--- src/rtl/panel_bus_pkg.sv ---
// Shared defaults, arbiter state encoding and pixel-count helper for the panel write bus.
package panel_bus_pkg;

   localparam int DEFAULT_NUM_PANELS   = 8;
   localparam int DEFAULT_PANEL_WIDTH  = 64;
   localparam int DEFAULT_PANEL_HEIGHT = 64;
   localparam int DEFAULT_DATA_W       = 24;

   typedef enum logic [1:0] {
      WAIT  = 2'd0,
      NET   = 2'd1,
      FILL  = 2'd2,
      NOSIG = 2'd3
   } arb_state_t;

   function automatic int pixel_count(input int width, input int height);
      return width * height;
   endfunction

   localparam int PIXELS_PER_PANEL = pixel_count(DEFAULT_PANEL_WIDTH, DEFAULT_PANEL_HEIGHT);

endpackage

--- src/rtl/panel_fill_sweeper.sv ---
// Solid-colour sweeper: walks every (panel, addr) pair once, one write per cycle,
// using the colour latched at start. abort drops the sweep position immediately.
module panel_fill_sweeper
   import panel_bus_pkg::*;
#(
   parameter int NUM_PANELS = DEFAULT_NUM_PANELS,
   parameter int PIXELS     = PIXELS_PER_PANEL,
   parameter int DATA_W     = DEFAULT_DATA_W
) (
   input  logic              display_clock,
   input  logic              rst,
   input  logic              start,
   input  logic              abort,
   input  logic [DATA_W-1:0] fill_color,
   output logic [7:0]        en,
   output logic [15:0]       addr,
   output logic [DATA_W-1:0] wdat,
   output logic              done
);

   localparam logic [15:0] LAST_ADDR  = 16'(PIXELS - 1);
   localparam logic [7:0]  LAST_PANEL = 8'(NUM_PANELS);

   logic              active_reg;
   logic [7:0]        panel_reg;
   logic [15:0]       addr_reg;
   logic [DATA_W-1:0] color_reg;

   logic last_addr;
   logic last_panel;

   assign last_addr  = (addr_reg == LAST_ADDR);
   assign last_panel = (panel_reg == LAST_PANEL);

   // Outputs describe the step being offered this cycle; the arbiter registers them.
   assign en   = active_reg ? panel_reg : 8'd0;
   assign addr = addr_reg;
   assign wdat = color_reg;
   assign done = active_reg && last_addr && last_panel;

   always_ff @(posedge display_clock or posedge rst) begin
      if (rst) begin
         active_reg <= 1'b0;
         panel_reg  <= 8'd0;
         addr_reg   <= 16'd0;
         color_reg  <= '0;
      end else if (start) begin
         active_reg <= 1'b1;
         panel_reg  <= 8'd1;
         addr_reg   <= 16'd0;
         color_reg  <= fill_color;
      end else if (abort || done) begin
         active_reg <= 1'b0;
      end else if (active_reg) begin
         if (last_addr) begin
            addr_reg  <= 16'd0;
            panel_reg <= panel_reg + 8'd1;
         end else begin
            addr_reg <= addr_reg + 16'd1;
         end
      end
   end

endmodule

--- src/rtl/panel_bus_arbiter.sv ---
// Sole driver of the shared panel write bus: network stream first, idle fill sweep second.
// Drop/frame counters exist only when PANEL_BUS_ARBITER_STATS_EN is defined.
module panel_bus_arbiter
   import panel_bus_pkg::*;
#(
   parameter int NUM_PANELS     = DEFAULT_NUM_PANELS,
   parameter int PANEL_WIDTH    = DEFAULT_PANEL_WIDTH,
   parameter int PANEL_HEIGHT   = DEFAULT_PANEL_HEIGHT,
   parameter int DATA_W         = DEFAULT_DATA_W,
   parameter int TIMEOUT_CYCLES = 25000000
) (
   input  logic              display_clock,
   input  logic              rst,
   input  logic              net_valid,
   output logic              net_ready,
   input  logic [7:0]        net_panel,
   input  logic [15:0]       net_addr,
   input  logic [DATA_W-1:0] net_data,
   input  logic              net_last,
   input  logic [DATA_W-1:0] fill_color,
   output logic [7:0]        ctrl_en,
   output logic [15:0]       ctrl_addr,
   output logic [DATA_W-1:0] ctrl_wdat,
   output logic              link_active,
   output logic [15:0]       drop_count,
   output logic [15:0]       frame_count
);

   localparam int          PIXELS    = pixel_count(PANEL_WIDTH, PANEL_HEIGHT);
   localparam int          CNT_W     = (TIMEOUT_CYCLES > 1) ? $clog2(TIMEOUT_CYCLES) : 1;
   localparam logic [CNT_W-1:0] IDLE_LAST = CNT_W'(TIMEOUT_CYCLES - 1);
   localparam logic [31:0] PANEL_MAX = 32'(NUM_PANELS);
   localparam logic [31:0] PIX_LIMIT = 32'(PIXELS);

   arb_state_t        state_reg;
   logic [CNT_W-1:0]  idle_cnt_reg;
   logic              net_ready_reg;
   logic              link_active_reg;
   logic [7:0]        ctrl_en_reg;
   logic [15:0]       ctrl_addr_reg;
   logic [DATA_W-1:0] ctrl_wdat_reg;

   logic              accept;
   logic              beat_ok;
   logic              idle_hit;
   logic              fill_start;
   logic              sweep_abort;
   logic [7:0]        sweep_en;
   logic [15:0]       sweep_addr;
   logic [DATA_W-1:0] sweep_wdat;
   logic              sweep_done;

   assign accept   = net_valid && net_ready_reg;
   assign beat_ok  = (net_panel != 8'd0) && (32'(net_panel) <= PANEL_MAX) &&
                     (32'(net_addr) < PIX_LIMIT);
   assign idle_hit = (idle_cnt_reg == IDLE_LAST);

   // The sweeper loads on the same edge the FSM enters FILL, so its first step is
   // offered on the first FILL cycle. A beat always beats a pending timeout.
   assign fill_start  = !accept && idle_hit && ((state_reg == WAIT) || (state_reg == NET));
   assign sweep_abort = accept && (state_reg == FILL);

   panel_fill_sweeper #(
      .NUM_PANELS (NUM_PANELS),
      .PIXELS     (PIXELS),
      .DATA_W     (DATA_W)
   ) u_sweeper (
      .display_clock (display_clock),
      .rst           (rst),
      .start         (fill_start),
      .abort         (sweep_abort),
      .fill_color    (fill_color),
      .en            (sweep_en),
      .addr          (sweep_addr),
      .wdat          (sweep_wdat),
      .done          (sweep_done)
   );

   always_ff @(posedge display_clock or posedge rst) begin
      if (rst) begin
         state_reg       <= WAIT;
         idle_cnt_reg    <= '0;
         net_ready_reg   <= 1'b0;
         link_active_reg <= 1'b0;
         ctrl_en_reg     <= 8'd0;
         ctrl_addr_reg   <= 16'd0;
         ctrl_wdat_reg   <= '0;
      end else begin
         net_ready_reg <= 1'b1;
         ctrl_en_reg   <= 8'd0;
         if (accept) begin
            // Invalid beats are still accepted (and still count as link activity).
            if (beat_ok) begin
               ctrl_en_reg   <= net_panel;
               ctrl_addr_reg <= net_addr;
               ctrl_wdat_reg <= net_data;
            end
            state_reg       <= NET;
            link_active_reg <= 1'b1;
            idle_cnt_reg    <= '0;
         end else begin
            case (state_reg)
               WAIT, NET: begin
                  if (idle_hit) begin
                     state_reg       <= FILL;
                     link_active_reg <= 1'b0;
                     idle_cnt_reg    <= '0;
                  end else begin
                     idle_cnt_reg <= idle_cnt_reg + CNT_W'(1);
                  end
               end
               FILL: begin
                  ctrl_en_reg   <= sweep_en;
                  ctrl_addr_reg <= sweep_addr;
                  ctrl_wdat_reg <= sweep_wdat;
                  if (sweep_done) begin
                     state_reg <= NOSIG;
                  end
               end
               default: begin
               end
            endcase
         end
      end
   end

   assign net_ready   = net_ready_reg;
   assign link_active = link_active_reg;
   assign ctrl_en     = ctrl_en_reg;
   assign ctrl_addr   = ctrl_addr_reg;
   assign ctrl_wdat   = ctrl_wdat_reg;

`ifdef PANEL_BUS_ARBITER_STATS_EN
   logic [15:0] drop_count_reg;
   logic [15:0] frame_count_reg;

   always_ff @(posedge display_clock or posedge rst) begin
      if (rst) begin
         drop_count_reg  <= 16'd0;
         frame_count_reg <= 16'd0;
      end else begin
         if (accept && !beat_ok && (drop_count_reg != 16'hFFFF)) begin
            drop_count_reg <= drop_count_reg + 16'd1;
         end
         if (accept && beat_ok && net_last) begin
            frame_count_reg <= frame_count_reg + 16'd1;
         end
      end
   end

   assign drop_count  = drop_count_reg;
   assign frame_count = frame_count_reg;
`else
   logic unused_net_last;

   assign unused_net_last = net_last;
   assign drop_count      = 16'd0;
   assign frame_count     = 16'd0;
`endif

endmodule

--- config.mk ---
export PLATFORM = sky130hd
export DESIGN_NAME = panel_bus_arbiter
export DESIGN_NICKNAME = d
export VERILOG_FILES = /design/src/rtl/panel_bus_pkg.sv /design/src/rtl/panel_fill_sweeper.sv /design/src/rtl/panel_bus_arbiter.sv
export SDC_FILE = /design/constraint.sdc
export NUM_CORES = 1
export LEC_CHECK = 0
export CAP_MARGIN = 20
export CORE_MARGIN = 4
export CORE_UTILIZATION = 54
export CTS_CLUSTER_SIZE = 10
export DETAILED_ROUTE_END_ITERATION = 6
export PLACE_DENSITY = 0.86
export SLEW_MARGIN = 10
export SYNTH_ARGS = -nofsm -noshare
export SYNTH_HDL_FRONTEND = slang
export SYNTH_HIERARCHICAL = 1
export SYNTH_SLANG_ARGS = --single-unit
--- constraint.sdc ---
create_clock -name display_clock -period 7.8 [get_ports display_clock]
set_clock_uncertainty 0.2 [all_clocks]
set_input_delay 1.56 -clock display_clock [delete_from_list [all_inputs] [get_ports display_clock]]
set_output_delay 1.56 -clock display_clock [all_outputs]
set_load 0.01 [all_outputs]
==> results of run 1 <==
## power by group through the flow
| stage | combinational, mW | clock [mW] | sequential, mW |
|---|---|---|---|
| 5_1_grt | 0.154 | 0.908 | 0.696 |
| 6_report | 0.142 | 0.875 | 0.693 |
| 3_5_place_dp | 0.135 | 0 | 0.703 |
| 4_1_cts | 0.138 | 0.878 | 0.692 |
| 2_1_floorplan | 0.0753 | 0 | 0.703 |
| 3_3_place_gp | 0.130 | 0 | 0.701 |
## Yosys cell counts, types with 3 or more instances
cell	number
a211oi_1	5
a21boi_0	5
a21oi_1	21
a31oi_1	52
and2_1	14
and3_1	6
and3_4	3
buf_2	10
buf_4	33
buf_6	4
clkbuf_1	24
dfrtp_1	126
ha_1	4
inv_1	19
mux2_2	24
nand2_1	128
nand2b_1	4
nand3_1	27
nand4_1	20
nor2_1	59
nor3_1	4
nor4_1	7
o211ai_1	5
o21ai_0	15
o21ai_1	7
o31ai_1	6
o32ai_1	5
or3_1	12
or4_1	6
xnor2_1	3
xor2_1	6
## kinds of logic after synthesis
family                     Yosys count  synth area share (%)
DFF                                126                 48.66
muxes                               26                 4.480
other                                2                0.1159
AOI/OAI and AO/OA                  133                 13.07
xor gates and xnor gates             9                 1.217
buffers and inverters               94                 8.187
and+or+nand+nor                    311                 23.50
adders and majority gates            4                0.7724
## final cells by class
cell class | count | area share, %
multi-input combinational | 516 | 35.22
clock buffer | 18 | 5.273
sequential | 126 | 37.86
inverter | 20 | 0.9014
clock inverter | 14 | 2.584
timing repair buffer | 132 | 16.02
tap | 143 | 2.148
## worst paths after layout
kind	from	endpoint	slack, ps	depth (start not counted)
min in group asynchronous	rst	u_sweeper/wdat[12]	1240	2
min	idle_cnt_reg[14]	idle_cnt_reg[14]	300	1
max reg2reg	idle_cnt_reg[8]	u_sweeper/addr[5]	4120	8
max in group asynchronous	rst	ctrl_en[1]	5460	4
min reg2reg	idle_cnt_reg[14]	idle_cnt_reg[14]	300	1
max	net_valid	ctrl_wdat[23]	3220	8
## per-layer routing
metal / global-route usage (%) / up-vias / part of all wire [%]
li1: - / 2644 / -
met4: 13.70 / 0 / 4.5
met5: 0 / - / 0
met2: 45.77 / 323 / 52
met3: 6.007 / 70 / 6.7
met1: 30.30 / 2924 / 37
## stage by stage
step / setup slack, ps / util, %
after floorplan: 4073 / -
after global placement: 3034 / 65.94
after detailed placement: 2845 / 65.94
after CTS: 3253 / 71.60
after global routing: 2967 / 72.01
final: 3221 / 72.01
==> results.md, run 1 <==
* Antenna Nets Post-Route at 0
* Leading register cell type out of synthesis: dfrtp_1
* Starting density of the core at 56.03%
* Synthesized area per cell at 9.191 sq um
* Leading cell type in the layout, fill and taps excluded: nand2_1
* Overall die area at 13820 sq um
* Number of nets in the layout at 893
* Total via count after detailed routing at 5961
* Clock power share at 51.2%
* Lkg Pwr at 3.514 nW
* Unique masters post-synth at 62
* Number of max-slew violations in the final report at 0
* Crit end category: register
* Mean number of vias per cell at 6.152
* Result of the run: completed
* Number of flops mapped to enable cells by yosys at 0
* Sequential fraction of design power at 40.5%
* Fill cell total of the finished layout at 759
* Share of Yosys cell area claimed by the top area cell type at 48.66%
* Ordered list of cells on the worst path: clkdlybuf4s50_1, and2_2, buf_4, nand3_1, o22ai_4, buf_4, nor2_1, a31oi_1
* Wire length of the first global-routing pass at 29.55 mm
* Count of hold-fix buffers inserted at cts at 0
* Ys Warns at 6
* Die H at 117.5 um
* Internal power at 1.320 mW
* Synthesized instance count at 705
* Leading cell types in the layout, fill and taps excluded: 128 x nand2_1, 126 x dfrtp_1, 124 x clkdlybuf4s50_1, 59 x nor2_1, 52 x a31oi_1
* Number of non-filler instances in the completed layout at 969
* Largest register FFs at 25
* Net switching power at 389.4 uW
* Combinational share of power at 8.3%
* PortBufs at 124
* Final hold violation count at 0
* Final cycle utilization of the critical path at 58.71%
* Number of rows in the core area at 39
* Core region area at 11560 sq um
* Post-CTS sizing at 0
* Crit path largest cell delay at 750 ps
* DRC errors left at 0
* 1st-pass router iterations at 6
* Endpoint arrival time on the critical path at 4700 ps
* Area Growth Syn to Fin at 28.52%
* Routability congestion estimate from global placement at 0.8823
* Top cell by count, worst path: buf_4
* Global route overflow at 0
* Clock latency reported for the late side of the worst-skew pair at 420 ps
* Area after detailed placement at 7626 sq um
* Area of all placed cells without fillers at 8328 sq um
* Boundary pin count at 158
* CP Max Fanout at 57
* Iter 0 DRT Violations at 611
* Switching Share at 22.78%
* Final setup violation count at 0
* Clock transition at the registers of the reported paths at 60 ps
* Class of the worst hold path: reg -> reg
* Pwr/cell area at 205.2 nW/um^2
* Die X-Extent at 117.5 um
* Critical path class: in -> reg
* Total power after layout at 1.709 mW
* Buffers plus inverters on the worst setup path at 3
* Fraction of layout cells with a size suffix above 1 at 9.927%
* Detailed placement HPWL at 11.78 mm
* Post-Route Hold Slack at 301.7 ps
* Data required time at the worst endpoint at 7920 ps
* Post-CTS setup buffer count at 0
* Antenna violations before repair at 0
* Time the final worst path needs with I/O delays and setup at 4579 ps
* Sequential Area at 3153 sq um
* Ant. Diodes at 0
* Setup repair after global routing missed its margin: no
* Buffer depth of the longest clock path at 2
* Routed wire length at 18.53 mm
* Largest net degree at the start of global routing at 78
* Maximum level of the CTS H-tree at 4
* Post-placement cell count at 935
* Slowest library cell on the worst path: o22ai_4
* Avg WL per Cell at 19.13 um
* Remaining max-slew budget at the tightest pin at 27.62%
* Sort of element at the start of the critical path: input pin
* CTS tree: yes
* Cell class contributing the biggest share of worst-path delay: buffers and inverters
* Cell types with the largest area share after synthesis: dfrtp_1 49%, nand2_1 7.4%, a31oi_1 5.0%
* CTS root buffer: clkbuf_16
* Overall global routing resource usage at 26.30%
* Max_cap viols at 0
* Fraction of the yosys area taken by sequential cells at 48.66%
* Inserted Clock Buffers at 17
* Vias in the first global route at 5873
* Total negative setup slack at 0 ps
* Cell taking the most area after synthesis: dfrtp_1
* Top achievable clock speed at 218.4 MHz
* Maximum VDD drop at 0.0001348 V
* Total area of multi-input combinational cells at 2933 sq um
* TritonCTS sink count at 126
* Yosys reg bits at 126
* Transition at the pin with the smallest max-transition slack at 1083 ps
* Ys async rst share at 100.0%
* Area of the mapped netlist at 6480 sq um
(Power assumes the default switching activity.)
==> run 2, diff against run 1 <==
--- a/config.mk
+++ b/config.mk
@@ -7,10 +7,10 @@
 export LEC_CHECK = 0
 export CAP_MARGIN = 20
 export CORE_MARGIN = 4
-export CORE_UTILIZATION = 54
+export CORE_UTILIZATION = 50
 export CTS_CLUSTER_SIZE = 10
 export DETAILED_ROUTE_END_ITERATION = 6
-export PLACE_DENSITY = 0.86
+export PLACE_DENSITY = 0.81
 export SLEW_MARGIN = 10
 export SYNTH_ARGS = -nofsm -noshare
 export SYNTH_HDL_FRONTEND = slang
==> constraint.sdc (replaced) <==
create_clock -name display_clock -period 4.7 [get_ports display_clock]
set_clock_uncertainty 0.2 [all_clocks]
set_input_delay 0.94 -clock display_clock [delete_from_list [all_inputs] [get_ports display_clock]]
set_output_delay 0.94 -clock display_clock [all_outputs]
set_load 0.01 [all_outputs]
==> run 2 against run 1 <==
Net effect: clock-buffer cell count increased by 3; first-iteration DRC count rose by 4.7%; flip-flop and latch count unchanged; largest cell class unchanged; clock power is 50% higher; sequential share of layout area about the same; critical path depth unchanged; global-route usage decreased by 3.0 points; cell count rose by 3.1%; non-clock buffer count is 1 higher; highest routed layer unchanged; utilization down 6.3 points.
==> results.md, run 2 (synthesis gave the netlist of run 1 again) <==
* Top achievable clock speed at 303.3 MHz
* Overall global routing resource usage at 23.28%
* Leading cell types in the layout, fill and taps excluded: 128 x nand2_1, 126 x dfrtp_1, 124 x clkdlybuf4s50_1, 59 x nor2_1, 52 x a31oi_1
* CTS tree: yes
* Switching Share at 22.61%
* Wire length of the first global-routing pass at 27.44 mm
* Most used routing layer: met2
* Starting density of the core at 51.14%
* Number of max-slew violations in the final report at 0
* Number of non-filler instances in the completed layout at 999
* Area of all placed cells without fillers at 8322 sq um
* Avg WL per Cell at 17.54 um
* Number of rows in the core area at 41
* CTS root buffer: clkbuf_16
* Sort of element at the start of the critical path: register
* Maximum VDD drop at 0.0002354 V
* Boundary pin count at 158
* Transition at the pin with the smallest max-transition slack at 825.2 ps
* Clock transition at the registers of the reported paths at 50 ps
* Fraction of layout cells with a size suffix above 1 at 9.674%
* Area Growth Syn to Fin at 28.42%
* Mean number of vias per cell at 5.813
* Class of the worst hold path: reg -> reg
* Endpoint arrival time on the critical path at 3350 ps
* Setup repair after global routing missed its margin: no
* End-of-flow core utilization at 65.68%
* Leading cell type in the layout, fill and taps excluded: nand2_1
* Maximum level of the CTS H-tree at 4
* Post-placement cell count at 965
* Ordered list of cells on the worst path: nor4b_1, nand4_1, or2_1, nor3_2, buf_4, nor2_1, a31oi_1, o221ai_1
* Fill cell total of the finished layout at 950
* 1st-pass router iterations at 5
* Routed wire length at 17.52 mm
* Buffer depth of the longest clock path at 2
* Result of the run: completed
* Die X-Extent at 121.8 um
* Routability congestion estimate from global placement at 0.8916
* Antenna Nets Post-Route at 0
* Total power after layout at 2.687 mW
* Area after detailed placement at 7682 sq um
* Post-CTS setup buffer count at 0
* Total via count after detailed routing at 5807
* Post-Place Worst Slack at 1106 ps
* Global route overflow at 0
* Post-Route Hold Slack at 292.7 ps
* Remaining max-slew budget at the tightest pin at 44.78%
* Overall die area at 14850 sq um
* Net switching power at 607.5 uW
* Iter 0 DRT Violations at 640
* Clock power share at 48.8%
* Total area of multi-input combinational cells at 2933 sq um
* Total negative setup slack at 0 ps
* Pwr/cell area at 322.9 nW/um^2
* Sequential fraction of design power at 42.8%
* Final setup violation count at 0
* GR met3 Demand/Resource at 4.828%
* DRC errors left at 0
* Largest register FFs at 25
* Inserted Clock Buffers at 17
* Count of hold-fix buffers inserted at cts at 0
* Max_cap viols at 0
* Die H at 121.8 um
* Post-CTS sizing at 0
* Ant. Diodes at 0
* Final hold violation count at 0
* Internal power at 2.080 mW
* Slowest library cell on the worst path: a31oi_1
* Met2 track utilization from global routing at 40.47%
* Met1 layer usage reported by global route at 28.53%
* Critical path class: reg -> reg
* Antenna violations before repair at 0
* Time the final worst path needs with I/O delays and setup at 3298 ps
* Crit path setup slack, layout at 1402 ps
* Vias in the first global route at 5543
* Core region area at 12670 sq um
* Lkg Pwr at 3.487 nW
* Data required time at the worst endpoint at 4760 ps
* Largest net degree at the start of global routing at 78
* TritonCTS sink count at 126
* Clock latency reported for the late side of the worst-skew pair at 410 ps
* Combinational share of power at 8.5%
* Detailed placement HPWL at 11.55 mm
* Crit path largest cell delay at 590 ps
* PortBufs at 124
* Number of nets in the layout at 894
* Sequential Area at 3153 sq um
* CP Max Fanout at 36
* Final cycle utilization of the critical path at 70.16%
* Crit end category: register
[run 2: changes by cell type in the layout (fill, tap and decap cells not counted), sizes merged]
cell	before	now
buf	8	9
bufinv	5	3
clkinv	7	6
clkinvlp	2	3
clkbuf	18	21
inv	20	19
[run 2: power groups by stage]
| stage | clock network (mW) | registers [mW] | logic [mW] |
|---|---|---|---|
| global placement | 0 | 1.16 | 0.216 |
| finish | 1.31 | 1.15 | 0.228 |
| detailed placement | 0 | 1.17 | 0.221 |
| global route | 1.38 | 1.15 | 0.250 |
| CTS | 1.33 | 1.15 | 0.223 |
| floorplan | 0 | 1.17 | 0.125 |
[run 2: area by class of cell]
| type | count | area share [%] |
|---|---|---|
| clock buffers | 21 | 5.413 |
| well taps | 172 | 2.586 |
| multi-input cells | 516 | 35.24 |
| repair buffers | 133 | 16.27 |
| clock inverters | 11 | 1.699 |
| flip-flops and latches | 126 | 37.89 |
| inverters | 20 | 0.9021 |
[run 2: final timing paths]
| path | from | to | slack [ps] | depth (start not counted) |
|---|---|---|---|---|
| setup reg to reg | idle_cnt_reg[8] | u_sweeper/addr[5] | 1400 | 8 |
| setup / recovery | idle_cnt_reg[8] | u_sweeper/addr[5] | 1400 | 8 |
| hold / removal | idle_cnt_reg[14] | idle_cnt_reg[14] | 290 | 1 |
| min in group asynchronous | rst | u_sweeper/wdat[12] | 640 | 2 |
| max in group asynchronous | rst | ctrl_en[3] | 3020 | 4 |
| hold reg to reg | idle_cnt_reg[14] | idle_cnt_reg[14] | 290 | 1 |
[run 2: critical path, delay by kind of cell (launching register included)]
kind / cells / cell delay (ps)
AOI/OAI and AO/OA: 2 / 790
buffers and inverters: 1 / 480
DFF: 1 / 440
and+or+nand+nor: 5 / 1230
[run 2: per-layer routing]
layer | wire length (um) | share of wire, %
met1 | 6685 | 38
met2 | 9076 | 52
met3 | 1239 | 7.1
met4 | 520 | 3.0
met5 | 0 | 0
==> run 3, diff against run 2 <==
--- a/config.mk
+++ b/config.mk
@@ -7,10 +7,10 @@
 export LEC_CHECK = 0
 export CAP_MARGIN = 20
 export CORE_MARGIN = 4
-export CORE_UTILIZATION = 50
+export CORE_UTILIZATION = 45
 export CTS_CLUSTER_SIZE = 10
 export DETAILED_ROUTE_END_ITERATION = 6
-export PLACE_DENSITY = 0.81
+export PLACE_DENSITY = 0.77
 export SLEW_MARGIN = 10
 export SYNTH_ARGS = -nofsm -noshare
 export SYNTH_HDL_FRONTEND = slang
==> constraint.sdc (replaced) <==
create_clock -name display_clock -period 2.9 [get_ports display_clock]
set_clock_uncertainty 0.2 [all_clocks]
set_input_delay 0.58 -clock display_clock [delete_from_list [all_inputs] [get_ports display_clock]]
set_output_delay 0.58 -clock display_clock [all_outputs]
set_load 0.01 [all_outputs]
==> run 3 against run 2 <==
Net effect: clock power up 63%; worst setup slack worse by 1200 ps; combinational power grew 61%; largest cell class unchanged; critical path type unchanged.
==> results.md, run 3 (synthesis gave the netlist of run 1 again) <==
* Overall die area at 16380 sq um
* Number of max-slew violations in the final report at 0
* Routed wire length at 16.84 mm
* Count of hold-fix buffers inserted at cts at 0
* Crit path largest cell delay at 440 ps
* Worst reg2reg path endpoint: u_sweeper/addr[5]
* Data required time at the worst endpoint at 2970 ps
* Detailed placement HPWL at 11.79 mm
* Clock transition at the registers of the reported paths at 50 ps
* Boundary pin count at 158
* Top cell by count, worst path: buf_4
* CTS root buffer: clkbuf_16
* Total negative setup slack at 0 ps
* Buffer depth of the longest clock path at 2
* Post-Route Hold Slack at 295.8 ps
* Transition at the pin with the smallest max-transition slack at 859.9 ps
* Total power after layout at 4.367 mW
* Ordered list of cells on the worst path: nor4b_2, nand4_1, or2_1, nor3_2, clkinv_1, buf_4, a31oi_1, buf_4, o221ai_1
* Final setup violation count at 0
* Fill cell total of the finished layout at 1166
* Sequential Area at 3153 sq um
* Critical path class: reg -> reg
* Overall global routing resource usage at 20.93%
* Iter 0 DRT Violations at 590
* Die X-Extent at 128 um
* Global route overflow at 0
* Largest net degree at the start of global routing at 50
* Avg WL per Cell at 16.46 um
* Largest register FFs at 25
* Endpoint arrival time on the critical path at 2740 ps
* TritonCTS sink count at 126
* Final hold violation count at 0
* Starting density of the core at 46.32%
* Worst Reg2Reg Path Length in Cells at 9
* Worst hold endpoint: idle_cnt_reg[14]
* Ant. Diodes at 0
* Inserted Clock Buffers at 17
* Routability congestion estimate from global placement at 0.8439
* DRC errors left at 0
* Leading cell type in the layout, fill and taps excluded: nand2_1
* Maximum level of the CTS H-tree at 4
* Slowest library cell on the worst path: dfrtp_1
* Die H at 128 um
* Max_cap viols at 0
* Worst Min Path Start: idle_cnt_reg[14]
* Remaining max-slew budget at the tightest pin at 42.29%
* Area Growth Syn to Fin at 31.13%
* Wire length of the first global-routing pass at 27.24 mm
* Leading cell types in the layout, fill and taps excluded: 127 x nand2_1, 126 x dfrtp_1, 124 x clkdlybuf4s50_1, 59 x nor2_1, 52 x a31oi_1
* Antenna violations before repair at 0
* Buffers plus inverters on the worst setup path at 3
* Maximum VDD drop at 0.0004360 V
* Pwr/cell area at 514.0 nW/um^2
* Total via count after detailed routing at 5631
* Number of rows in the core area at 43
* Top achievable clock speed at 374.7 MHz
* Final cycle utilization of the critical path at 92.02%
* Setup repair after global routing missed its margin: no
* CTS tree: yes
* Fraction of layout cells with a size suffix above 1 at 11.74%
* Lkg Pwr at 3.586 nW
* Core region area at 13990 sq um
* Vias in the first global route at 5357
* Hold Path Cell Cnt at 1
* CP Max Fanout at 7
* Register-to-register setup slack at 230 ps
* Cell class contributing the biggest share of worst-path delay: simple AND/OR/NAND/NOR gates
* Clock latency reported for the late side of the worst-skew pair at 420 ps
* Antenna Nets Post-Route at 0
* Total area of multi-input combinational cells at 2942 sq um
* Beginning of the worst register-to-register path: idle_cnt_reg[8]
* Number of nets in the layout at 913
* PortBufs at 124
* 1st-pass router iterations at 5
* Sort of element at the start of the critical path: register
* Result of the run: completed
* Mean number of vias per cell at 5.504
* Class of the worst hold path: reg -> reg
* Time the final worst path needs with I/O delays and setup at 2669 ps
* Crit end category: register
-- run 3: cell types whose count changed in the layout (fill, tap and decap cells not counted), sizes merged --
cell | before | now
buf | 9 | 28
clkinvlp | 3 | 1
clkbuf | 21 | 22
clkinv | 6 | 5
inv | 19 | 18
-- run 3: cell type report --
cell class,count,area share (%)
Clock buffer,22,5.581
Clock inverter,7,1.325
Inverter,20,0.8982
Multi-Input combinational cell,516,34.62
Sequential cell,126,37.11
Tap cell,180,2.651
Timing Repair Buffer,152,17.82
-- run 3: metal layers --
| layer | part of all wire [%] | GRT usage (%) |
|---|---|---|
| met4 | 2.0 | 7.740 |
| met2 | 51 | 35.21 |
| met5 | 0 | 0 |
| met3 | 5.1 | 4.833 |
| met1 | 42 | 26.37 |
-- run 3: what timing repair did --
action | 4_1_cts | 5_1_grt
setup endpoints to repair | 0 | 8
setup buffers | 0 | 0
gates resized for setup | 0 | 1
-- run 3: how the worst max path moves through the flow --
stage,start,to,cells after the start
finish,idle_cnt_reg[8],u_sweeper/addr[5],9
global route,idle_cnt_reg[8],u_sweeper/addr[5],9
CTS,idle_cnt_reg[8],u_sweeper/addr[5],9
detailed placement,net_panel[4],ctrl_wdat[10],7
global placement,net_panel[4],ctrl_wdat[1],7
floorplan,rst,ctrl_addr[0],1
-- run 3: stage by stage --
step	cells	setup slack (ps)	area (sq um)	util, %
after floorplan	736	153.3	6596	-
after global placement	994	224.2	7904	56.50
after detailed placement	994	133.4	7904	56.50
after CTS	1023	109.2	8491	60.70
after global routing	1023	91.50	8497	60.74
final	1023	231.3	8497	60.74
-- run 3: where the power goes --
| part | internal [mW] | leakage (nW) | switching, mW |
|---|---|---|---|
| clock network | 1.40 | 0.288 | 0.741 |
| registers | 1.82 | 1.66 | 0.0457 |
| logic | 0.189 | 1.64 | 0.177 |
| total | 3.40 | 3.59 | 0.964 |
